==> config.mk <==
export PLATFORM = sky130hd
export DESIGN_NAME = sd_spi_responder
export DESIGN_NICKNAME = d
export VERILOG_FILES = /design/src/rtl/sd_spi_responder.sv
export SDC_FILE = /design/constraint.sdc
export NUM_CORES = 1
export LEC_CHECK = 0
export BUFFER_PORTS_ARGS = -buffer_cell sky130_fd_sc_hd__buf_2
export CORE_MARGIN = 2
export CORE_UTILIZATION = 46
export CTS_CLUSTER_SIZE = 14
export DETAILED_ROUTE_END_ITERATION = 10
export PLACE_DENSITY = 0.62
export SYNTH_ARGS = -nofsm -noshare
export SYNTH_HDL_FRONTEND = slang
export SYNTH_SLANG_ARGS = --single-unit
==> constraint.sdc <==
create_clock -name clk -period 13.95 [get_ports clk]
set_input_delay 2.0925 -clock clk [delete_from_list [all_inputs] [get_ports clk]]
set_output_delay 2.0925 -clock clk [all_outputs]
set_load 0.02 [all_outputs]
==> src/rtl/sd_spi_responder.sv <==
// rtl/sd_spi_responder.sv - SPI-mode SD card target: command decode, R1 replies, single-block read/write
module sd_spi_responder #(
  parameter int ADDR_W     = 24,
  parameter int NCR_BYTES  = 1,
  parameter int INIT_POLLS = 2,
  parameter int BUSY_BYTES = 4
) (
  input  logic              clk,
  input  logic              reset,
  input  logic              cs,
  input  logic              sclk,
  input  logic              mosi,
  output logic              miso,
  output logic [ADDR_W-1:0] mem_addr,
  output logic              mem_rd,
  input  logic [7:0]        mem_rdata,
  output logic              mem_wr,
  output logic [7:0]        mem_wdata,
  output logic              card_idle,
  output logic [3:0]        status
);

  typedef enum logic [3:0] {
    HUNT, CMD_RX, RESP_GAP, RESP_TX,
    RD_GAP, RD_TOKEN, RD_DATA, RD_CRC,
    WR_TOKEN, WR_DATA, WR_CRC, WR_DRESP, WR_BUSY
  } state_t;

  typedef enum logic [1:0] {ACT_NONE, ACT_READ, ACT_WRITE} act_t;

  localparam logic [9:0] NCR_LAST  = 10'(NCR_BYTES - 1);
  localparam logic [9:0] BUSY_LAST = 10'(BUSY_BYTES - 1);
  localparam logic [7:0] POLLS     = 8'(INIT_POLLS);

  logic              cs_m, cs_s, sclk_m, sclk_s, sclk_d, mosi_m, mosi_s;
  state_t            state_q, state_d;
  act_t              act_q, act_d;
  logic [5:0]        bit_cnt_q, bit_cnt_d;
  logic [9:0]        byte_cnt_q, byte_cnt_d;
  logic [46:0]       cmd_sh_q, cmd_sh_d;
  logic [7:0]        rx_q, rx_d, tx_q, tx_d, r1_q, r1_d, rd_buf_q, rd_buf_d;
  logic [7:0]        acmd_cnt_q, acmd_cnt_d;
  logic [ADDR_W-1:0] arg_q, arg_d, mem_addr_d;
  logic              miso_d, mem_rd_d, mem_wr_d, rd_pend_q, idle_d, app_q, app_d;
  logic [7:0]        mem_wdata_d;
  logic              sclk_rise, sclk_fall, byte_end;
  logic [47:0]       frame;
  logic [7:0]        byte_in;
  logic [5:0]        cmd;
  logic [7:0]        r1_v;
  logic              unused_frame;

  always_ff @(posedge clk or posedge reset) begin
    if (reset) begin
      cs_m   <= 1'b1;
      cs_s   <= 1'b1;
      sclk_m <= 1'b0;
      sclk_s <= 1'b0;
      sclk_d <= 1'b0;
      mosi_m <= 1'b1;
      mosi_s <= 1'b1;
    end else begin
      cs_m   <= cs;
      cs_s   <= cs_m;
      sclk_m <= sclk;
      sclk_s <= sclk_m;
      sclk_d <= sclk_s;
      mosi_m <= mosi;
      mosi_s <= mosi_m;
    end
  end

  assign sclk_rise    = sclk_s & ~sclk_d;
  assign sclk_fall    = ~sclk_s & sclk_d;
  assign byte_end     = sclk_rise && (bit_cnt_q[2:0] == 3'd7);
  assign frame        = {cmd_sh_q, mosi_s};
  assign byte_in      = {rx_q[6:0], mosi_s};
  assign cmd          = frame[45:40];
  assign status       = state_q;
  assign unused_frame = ^frame;

  always_comb begin
    state_d     = state_q;
    act_d       = act_q;
    bit_cnt_d   = bit_cnt_q;
    byte_cnt_d  = byte_cnt_q;
    cmd_sh_d    = cmd_sh_q;
    rx_d        = rx_q;
    tx_d        = tx_q;
    r1_d        = r1_q;
    rd_buf_d    = rd_pend_q ? mem_rdata : rd_buf_q;
    acmd_cnt_d  = acmd_cnt_q;
    arg_d       = arg_q;
    idle_d      = card_idle;
    app_d       = app_q;
    miso_d      = miso;
    mem_rd_d    = 1'b0;
    mem_wr_d    = 1'b0;
    mem_addr_d  = mem_addr;
    mem_wdata_d = mem_wdata;
    r1_v        = {5'b0, 1'b1, 1'b0, card_idle};
    if (cs_s) begin
      state_d  = HUNT;
      miso_d   = 1'b1;
      tx_d     = 8'hFF;
      cmd_sh_d = '1;
    end else begin
      // Bytes are loaded into tx on the last rise of the previous byte and shifted out on falls.
      if (sclk_fall) begin
        miso_d = tx_q[7];
        tx_d   = {tx_q[6:0], 1'b1};
      end
      if (sclk_rise) begin
        rx_d      = byte_in;
        bit_cnt_d = bit_cnt_q + 6'd1;
        case (state_q)
          HUNT: begin
            cmd_sh_d = frame[46:0];
            if (!cmd_sh_q[0] && mosi_s) begin
              state_d   = CMD_RX;
              bit_cnt_d = 6'd2;
            end
          end
          CMD_RX: begin
            cmd_sh_d = frame[46:0];
            if (bit_cnt_q == 6'd47) begin
              arg_d = frame[8 +: ADDR_W];
              app_d = 1'b0;
              act_d = ACT_NONE;
              case (cmd)
                6'd0: begin
                  r1_v       = 8'h01;
                  idle_d     = 1'b1;
                  acmd_cnt_d = 8'd0;
                end
                6'd55: begin
                  r1_v  = {7'b0, card_idle};
                  app_d = 1'b1;
                end
                6'd17, 6'd24: begin
                  if (card_idle) begin
                    r1_v = 8'h05;
                  end else begin
                    r1_v  = 8'h00;
                    act_d = (cmd == 6'd17) ? ACT_READ : ACT_WRITE;
                  end
                end
                6'd41: begin
                  if (app_q) begin
                    if (!card_idle) begin
                      r1_v = 8'h00;
                    end else begin
                      acmd_cnt_d = acmd_cnt_q + 8'd1;
                      if (acmd_cnt_q + 8'd1 >= POLLS) begin
                        idle_d = 1'b0;
                        r1_v   = 8'h00;
                      end else begin
                        r1_v = 8'h01;
                      end
                    end
                  end
                end
                default: ;
              endcase
              r1_d       = r1_v;
              tx_d       = 8'hFF;
              bit_cnt_d  = 6'd0;
              byte_cnt_d = 10'd0;
              state_d    = RESP_GAP;
            end
          end
          RESP_GAP: begin
            if (byte_end) begin
              if (byte_cnt_q == NCR_LAST) begin
                tx_d    = r1_q;
                state_d = RESP_TX;
              end else begin
                tx_d       = 8'hFF;
                byte_cnt_d = byte_cnt_q + 10'd1;
              end
            end
          end
          RESP_TX: begin
            if (byte_end) begin
              tx_d       = 8'hFF;
              byte_cnt_d = 10'd0;
              case (act_q)
                ACT_READ:  state_d = RD_GAP;
                ACT_WRITE: begin
                  state_d = WR_TOKEN;
                  rx_d    = 8'hFF;
                end
                default: begin
                  state_d  = HUNT;
                  cmd_sh_d = '1;
                end
              endcase
            end
          end
          RD_GAP: begin
            if (byte_end) begin
              tx_d       = 8'hFE;
              state_d    = RD_TOKEN;
              mem_rd_d   = 1'b1;
              mem_addr_d = arg_q;
            end
          end
          RD_TOKEN: begin
            if (byte_end) begin
              tx_d       = rd_buf_q;
              byte_cnt_d = 10'd0;
              state_d    = RD_DATA;
              mem_rd_d   = 1'b1;
              mem_addr_d = arg_q + ADDR_W'(1);
            end
          end
          RD_DATA: begin
            // The read for byte n+2 is issued while byte n+1 is loaded, one byte ahead of need.
            if (byte_end) begin
              if (byte_cnt_q == 10'd511) begin
                tx_d       = 8'hFF;
                byte_cnt_d = 10'd0;
                state_d    = RD_CRC;
              end else begin
                tx_d       = rd_buf_q;
                byte_cnt_d = byte_cnt_q + 10'd1;
                if (byte_cnt_q < 10'd510) begin
                  mem_rd_d   = 1'b1;
                  mem_addr_d = arg_q + ADDR_W'(byte_cnt_q) + ADDR_W'(2);
                end
              end
            end
          end
          RD_CRC: begin
            if (byte_end) begin
              tx_d = 8'hFF;
              if (byte_cnt_q == 10'd1) begin
                state_d  = HUNT;
                cmd_sh_d = '1;
              end else begin
                byte_cnt_d = byte_cnt_q + 10'd1;
              end
            end
          end
          WR_TOKEN: begin
            if (byte_in == 8'hFE) begin
              state_d    = WR_DATA;
              bit_cnt_d  = 6'd0;
              byte_cnt_d = 10'd0;
            end
          end
          WR_DATA: begin
            if (byte_end) begin
              mem_wr_d    = 1'b1;
              mem_wdata_d = byte_in;
              mem_addr_d  = arg_q + ADDR_W'(byte_cnt_q);
              if (byte_cnt_q == 10'd511) begin
                byte_cnt_d = 10'd0;
                state_d    = WR_CRC;
              end else begin
                byte_cnt_d = byte_cnt_q + 10'd1;
              end
            end
          end
          WR_CRC: begin
            if (byte_end) begin
              if (byte_cnt_q == 10'd1) begin
                tx_d       = 8'h05;
                byte_cnt_d = 10'd0;
                state_d    = WR_DRESP;
              end else begin
                byte_cnt_d = byte_cnt_q + 10'd1;
              end
            end
          end
          WR_DRESP: begin
            if (byte_end) begin
              tx_d       = 8'h00;
              byte_cnt_d = 10'd0;
              state_d    = WR_BUSY;
            end
          end
          WR_BUSY: begin
            if (byte_end) begin
              if (byte_cnt_q == BUSY_LAST) begin
                tx_d     = 8'hFF;
                state_d  = HUNT;
                cmd_sh_d = '1;
              end else begin
                tx_d       = 8'h00;
                byte_cnt_d = byte_cnt_q + 10'd1;
              end
            end
          end
          default: state_d = HUNT;
        endcase
      end
    end
  end

  always_ff @(posedge clk or posedge reset) begin
    if (reset) begin
      state_q    <= HUNT;
      act_q      <= ACT_NONE;
      bit_cnt_q  <= 6'd0;
      byte_cnt_q <= 10'd0;
      cmd_sh_q   <= '1;
      rx_q       <= 8'hFF;
      tx_q       <= 8'hFF;
      r1_q       <= 8'hFF;
      rd_buf_q   <= 8'h00;
      rd_pend_q  <= 1'b0;
      acmd_cnt_q <= 8'd0;
      arg_q      <= '0;
      card_idle  <= 1'b1;
      app_q      <= 1'b0;
      miso       <= 1'b1;
      mem_rd     <= 1'b0;
      mem_wr     <= 1'b0;
      mem_addr   <= '0;
      mem_wdata  <= 8'h00;
    end else begin
      state_q    <= state_d;
      act_q      <= act_d;
      bit_cnt_q  <= bit_cnt_d;
      byte_cnt_q <= byte_cnt_d;
      cmd_sh_q   <= cmd_sh_d;
      rx_q       <= rx_d;
      tx_q       <= tx_d;
      r1_q       <= r1_d;
      rd_buf_q   <= rd_buf_d;
      rd_pend_q  <= mem_rd;
      acmd_cnt_q <= acmd_cnt_d;
      arg_q      <= arg_d;
      card_idle  <= idle_d;
      app_q      <= app_d;
      miso       <= miso_d;
      mem_rd     <= mem_rd_d;
      mem_wr     <= mem_wr_d;
      mem_addr   <= mem_addr_d;
      mem_wdata  <= mem_wdata_d;
    end
  end

endmodule

---- After elaboration in Yosys (flattened, before gate mapping) ----
Index checks and enable logic that the tools add are counted.
storage, ports and cells
  register bits ........................... 175
  input bits .............................. 13
  output and inout port bits .............. 40
  logic and storage cells ................. 235
operators by class
  add/sub/neg operators ................... 6
  order comparisons ....................... 2
  equal/unequal tests ..................... 63
  multiplexer cells ....................... 105
  bitwise gates (word level) .............. 5
  reduce and logical (&&, ||, !) cells .... 28
operators with widths
  cell                                                             number
  45-bit two-way mux                                               8
  45-bit one-hot mux with 4 select lines                           1
  24-bit two-way mux                                               6
  8-bit two-way mux                                                18
  10-bit two-way mux                                               13
  24-bit one-hot mux with 4 select lines                           1
  4-bit two-way mux                                                21
  10-bit one-hot mux with 8 select lines                           1
  8-bit one-hot mux with 9 select lines                            1
  3-bit inequality test, second input constant                     20
  4-bit one-hot mux with 13 select lines                           1
  2-bit inequality test, second input constant                     17
  24-bit by 1-bit adder with 24-bit output, second input constant  1
  24-bit by 10-bit adder with 24-bit output                        1
  24-bit by 2-bit adder with 24-bit output, second input constant  1
  7-bit two-way mux                                                3
  4-bit == test, second input constant                             5
  20-bit AND reduction                                             1
  6-bit == test, second input constant                             3
  6-bit two-way mux                                                3
  6-bit one-hot mux with 3 select lines                            1
  1-bit two-way mux                                                17
  4-bit by 3-bit == test with 1-bit output, second input constant  4
  8-bit one-hot mux with 2 select lines                            1
  41 further kinds                                                 60

---- Depth between registers and ports, before layout ----
  depth after elaboration ................. 8
  gate-level depth with buffers ........... 12
  depth with buffers taken out ............ 11

---- Worst setup path before layout ----
Ideal clock, no wire load.
  path type ............................... register -> register
  start point ............................. register byte_cnt_q[0]
  end point ............................... register mem_addr[21]
  setup time .............................. 0.065 ns
  arrival time ............................ 3.703 ns
  setup slack ............................. 10.183 ns
  stages on the path, launching flop included .. 13
  buffers on the path ..................... 1
  cells stage by stage .................... dfrtp_1 ha_1 fa_1 a21o_2 a221oi_2 xor2_1 or4_4 or3_1 buf_6 nand4bb_4 o31a_1 nor3_1 o22a_1
between the ends
  cells in the longest elaborated chain, start to end .. 6
  elaborated cells between the ends (all ways) .. 12
RTL lines
  item                                       RTL line  source
  start: declaration                         39        logic [9:0] byte_cnt_q, byte_cnt_d;
  start signal: assignment                   326       byte_cnt_q <= byte_cnt_d;
  24-bit by 10-bit adder with 24-bit output  229, 256
  24-bit by 2-bit adder with 24-bit output   229       mem_addr_d = arg_q + ADDR_W'(byte_cnt_q) + ADDR_W'(2);
  24-bit two-way mux                         227       if (byte_cnt_q < 10'd510) begin
  24-bit two-way mux                         220       if (byte_cnt_q == 10'd511) begin
  24-bit two-way mux                         219       if (byte_end) begin
  24-bit one-hot mux with 4 select lines     116       case (state_q)
  end signal: assignment                     340       mem_addr <= mem_addr_d;
  end: declaration                           14        output logic [ADDR_W-1:0] mem_addr,
Several ways; a longest one is shown, not always the timed one. The select of a mux whose other input is x is not followed.
A chain may end at the register's enable or synchronous reset.

---- Final worst setup path ----
Ends and elaborated chain as after synthesis.

==> run metrics <==
Reg2Reg Depth 11; clock power share 45.4%; DRT antenna net count 0; sequential share of power 49.7%; largest net degree at the start of global routing 103; post-layout min period 4110 ps; Post-CTS Hold Buffers 0; HP Class reg -> reg; register area 0.00434 mm²; cells after synthesis 1223; crit path capture type flip-flop; Fmax 0.243 GHz; Net count, final 1266; Critical Path Source Type flip-flop; CTS Buf Count 17; Initial Util 47.0%; root buf cell clkbuf_16; multi-input logic area 0.00552 mm²; Synth Flop Type dfrtp_1; switching pwr 259 µW; Worst EP required 14290 ps; Longest Clk Path Bufs 2; skew final 11.8 ps; core box area 0.0219 mm²; Setup Crit Path Kind reg -> reg; Post-Synth Adder-Cell Area 2.87%; register bit count reported by yosys 170; final-report hold violation count 0; drt first-iter violations 750; worst slew pin tran 1200 ps; Post-Place Cells 1491; die area 0.0236 mm²; WL final 26.3 mm; Worst VDD drop 0.0829 mV; ANT cells 0; Pint 798 µW; outcome finished clean; main combinational cell family by area after synthesis simple AND/OR/NAND/NOR gates; simple-gate share of the synthesized area 26.0%; Slew Viols, Final 0; Die Wd 154 µm; vias in the first global route 8417; met1 GRT Util 34.1%; buffer count from post-CTS setup fixing 0; Max-slew headroom 19.9%; GRT Util Overall 23.1%; Mean Syn Cell Area 8.41 µm²; Min-Delay Path Depth 0; non-filler cells, final 1523; yosys warns 0; max_cap viols 0; # DRC 0; Via-to-Cell Ratio 5.87; switching part of the total 24.5%; grt ovf 0; I/O pin count 53; P&R area growth vs syn 9.40%; antenna violations before repair 0; clock sinks 170; later-pin clock latency in the skew report 440 ps; Fin Hold WS 347 ps; most instantiated cells after synthesis nand2_1 (174), nor2_1 (166), o21ai_0 (114); number of iterations in the first detailed-routing pass 5; Final setup viols 0; clock slew at reported path FFs 70 ps; Worst Path Arrival 4440 ps; Resize count post-CTS 0; row count 54; Post-synth ARST share 100%; layout cell share with drive strength beyond 1 16.7%; post-synthesis compound-gate area fraction 17.8%; mux share of post-synthesis cell area 3.05%; unrepaired setup endpoints after global routing false; Seq/Total Area, Yosys 42.2%; EDFF count, synth 0; Port Buffers 52; synthesized net count 1259; via count 8943; Synth top area share 24.6%; Synth area leaders dfrtp_1 (25%), dfstp_2 (18%), nand2_1 (6.3%), nor2_1 (6.1%), o21ai_0 (5.5%); # fillers 2132; first-pass GRT wire length 44.8 mm; period utilization 29.5%; CTS tree done; xor/xnor share of the synthesized area 3.82%; post-synth top area cell dfrtp_1; critical path peak fanout 8; Placer Congestion 0.928; chip height 154 µm; Top Usage Layer GRT met2; H-tree depth 4; count leader, synth nand2_1; Combinational Power Share 5.0%; Distinct cells, synth 75; Leakage 0.00467 µW; GR Layer Usage met3 4.79%; P per Cell Area 93.9 mW/mm²; met2 Use GR 34.5%; utilization after layout 51.4%; setup_tns 0 ps; hpwl dp 18.0 mm; Routed WL per cell 17.3 µm; Cell Area, Synth 0.0103 mm²
-- worst paths after layout --
path | from | end | slack (ps)
min in group asynchronous | reset | rd_buf_q[2] | 1830
max reg2reg | byte_cnt_q[0] | mem_addr[21] | 9840
min reg2reg | sclk_m | sclk_s | 350
max in group asynchronous | reset | mem_addr[3] | 10760
min | sclk_m | sclk_s | 350
max | byte_cnt_q[0] | mem_addr[21] | 9840
-- state kept, by name (all words and copies together) (netlist names), 2 cells and up --
name and cells:
mem_addr 24, rx_q 7, arg_q 24, acmd_cnt_q 8, status 4, act_q 2, bit_cnt_q 6, cmd_sh_q 45
byte_cnt_q 10, rd_buf_q 8, mem_wdata 8, r1_q 3, tx_q 8
-- stage by stage --
step,instance area [µm²],power [µW],worst slack [ps]
2_1_floorplan,10300,569,7370
3_3_place_gp,10700,586,9900
3_5_place_dp,10700,587,9850
4_1_cts,11300,1070,9840
5_1_grt,11300,1100,9580
6_report,11300,1060,9840
-- power by group through the flow --
stage / Combinational [µW] / Clock (µW) / Sequential, µW
global route: 60.6 / 513 / 527
global placement: 52.6 / 0 / 533
CTS: 53.7 / 491 / 525
floorplan: 40.2 / 0 / 529
detailed placement: 53.9 / 0 / 533
finish: 52.5 / 479 / 525
-- kinds of logic after synthesis --
family | after synthesis
adders and majority gates | 23
muxes | 29
xor gates and xnor gates | 44
buffers and inverters | 96
AOI/OAI and AO/OA | 291
and+or+nand+nor | 570
DFF | 170
-- layout by cell type (no fill, tap or decap), types with 12 or more instances in the layout --
cell type  synthesis  final
o21ai_0          114    114
dfstp_2           69     69
nor2_1           166    166
a22oi_1           12     12
xnor2_1           27     27
and3_1            15     15
nand2_1          174    174
nand4_1           17     17
dfrtp_1          101    101
mux2_2            19     19
clkbuf_16          0     19
buf_2              1     52
xor2_1            16     16
ha_1              22     22
buf_4              0     17
nand3_1           28     28
a21oi_1           55     54
inv_1             15     14
nor2b_1           12     12
a31oi_1           14     14
nand2b_1          17     17
nor3_1            77     76
-- area by class of cell --
class	count	share of cell area, %
Inverter	15	0.545
Sequential cell	170	38.6
Multi-Input combinational cell	957	49.1
Timing Repair Buffer	69	3.45
Clock buffer	24	4.66
Clock inverter	8	0.611
Tap cell	280	3.11
-- worst max-delay path: stages (launching register included) --
cell and delay, ps:
dfrtp_1 470, ha_1 300, fa_1 440, a21o_2 230
a221oi_2 410, xor2_1 230, or4_4 560, or3_1 510
nand4bb_4 290, nor4_1 310, nor3_1 80, o22a_1 170
-- routing by layer --
layer	share of wire, %	routed length, µm
met1	49	12800
met2	44	11600
met3	5.6	1470
met4	1.7	449
met5	0	0
Note: power is estimated with default switching activity, not from simulation.
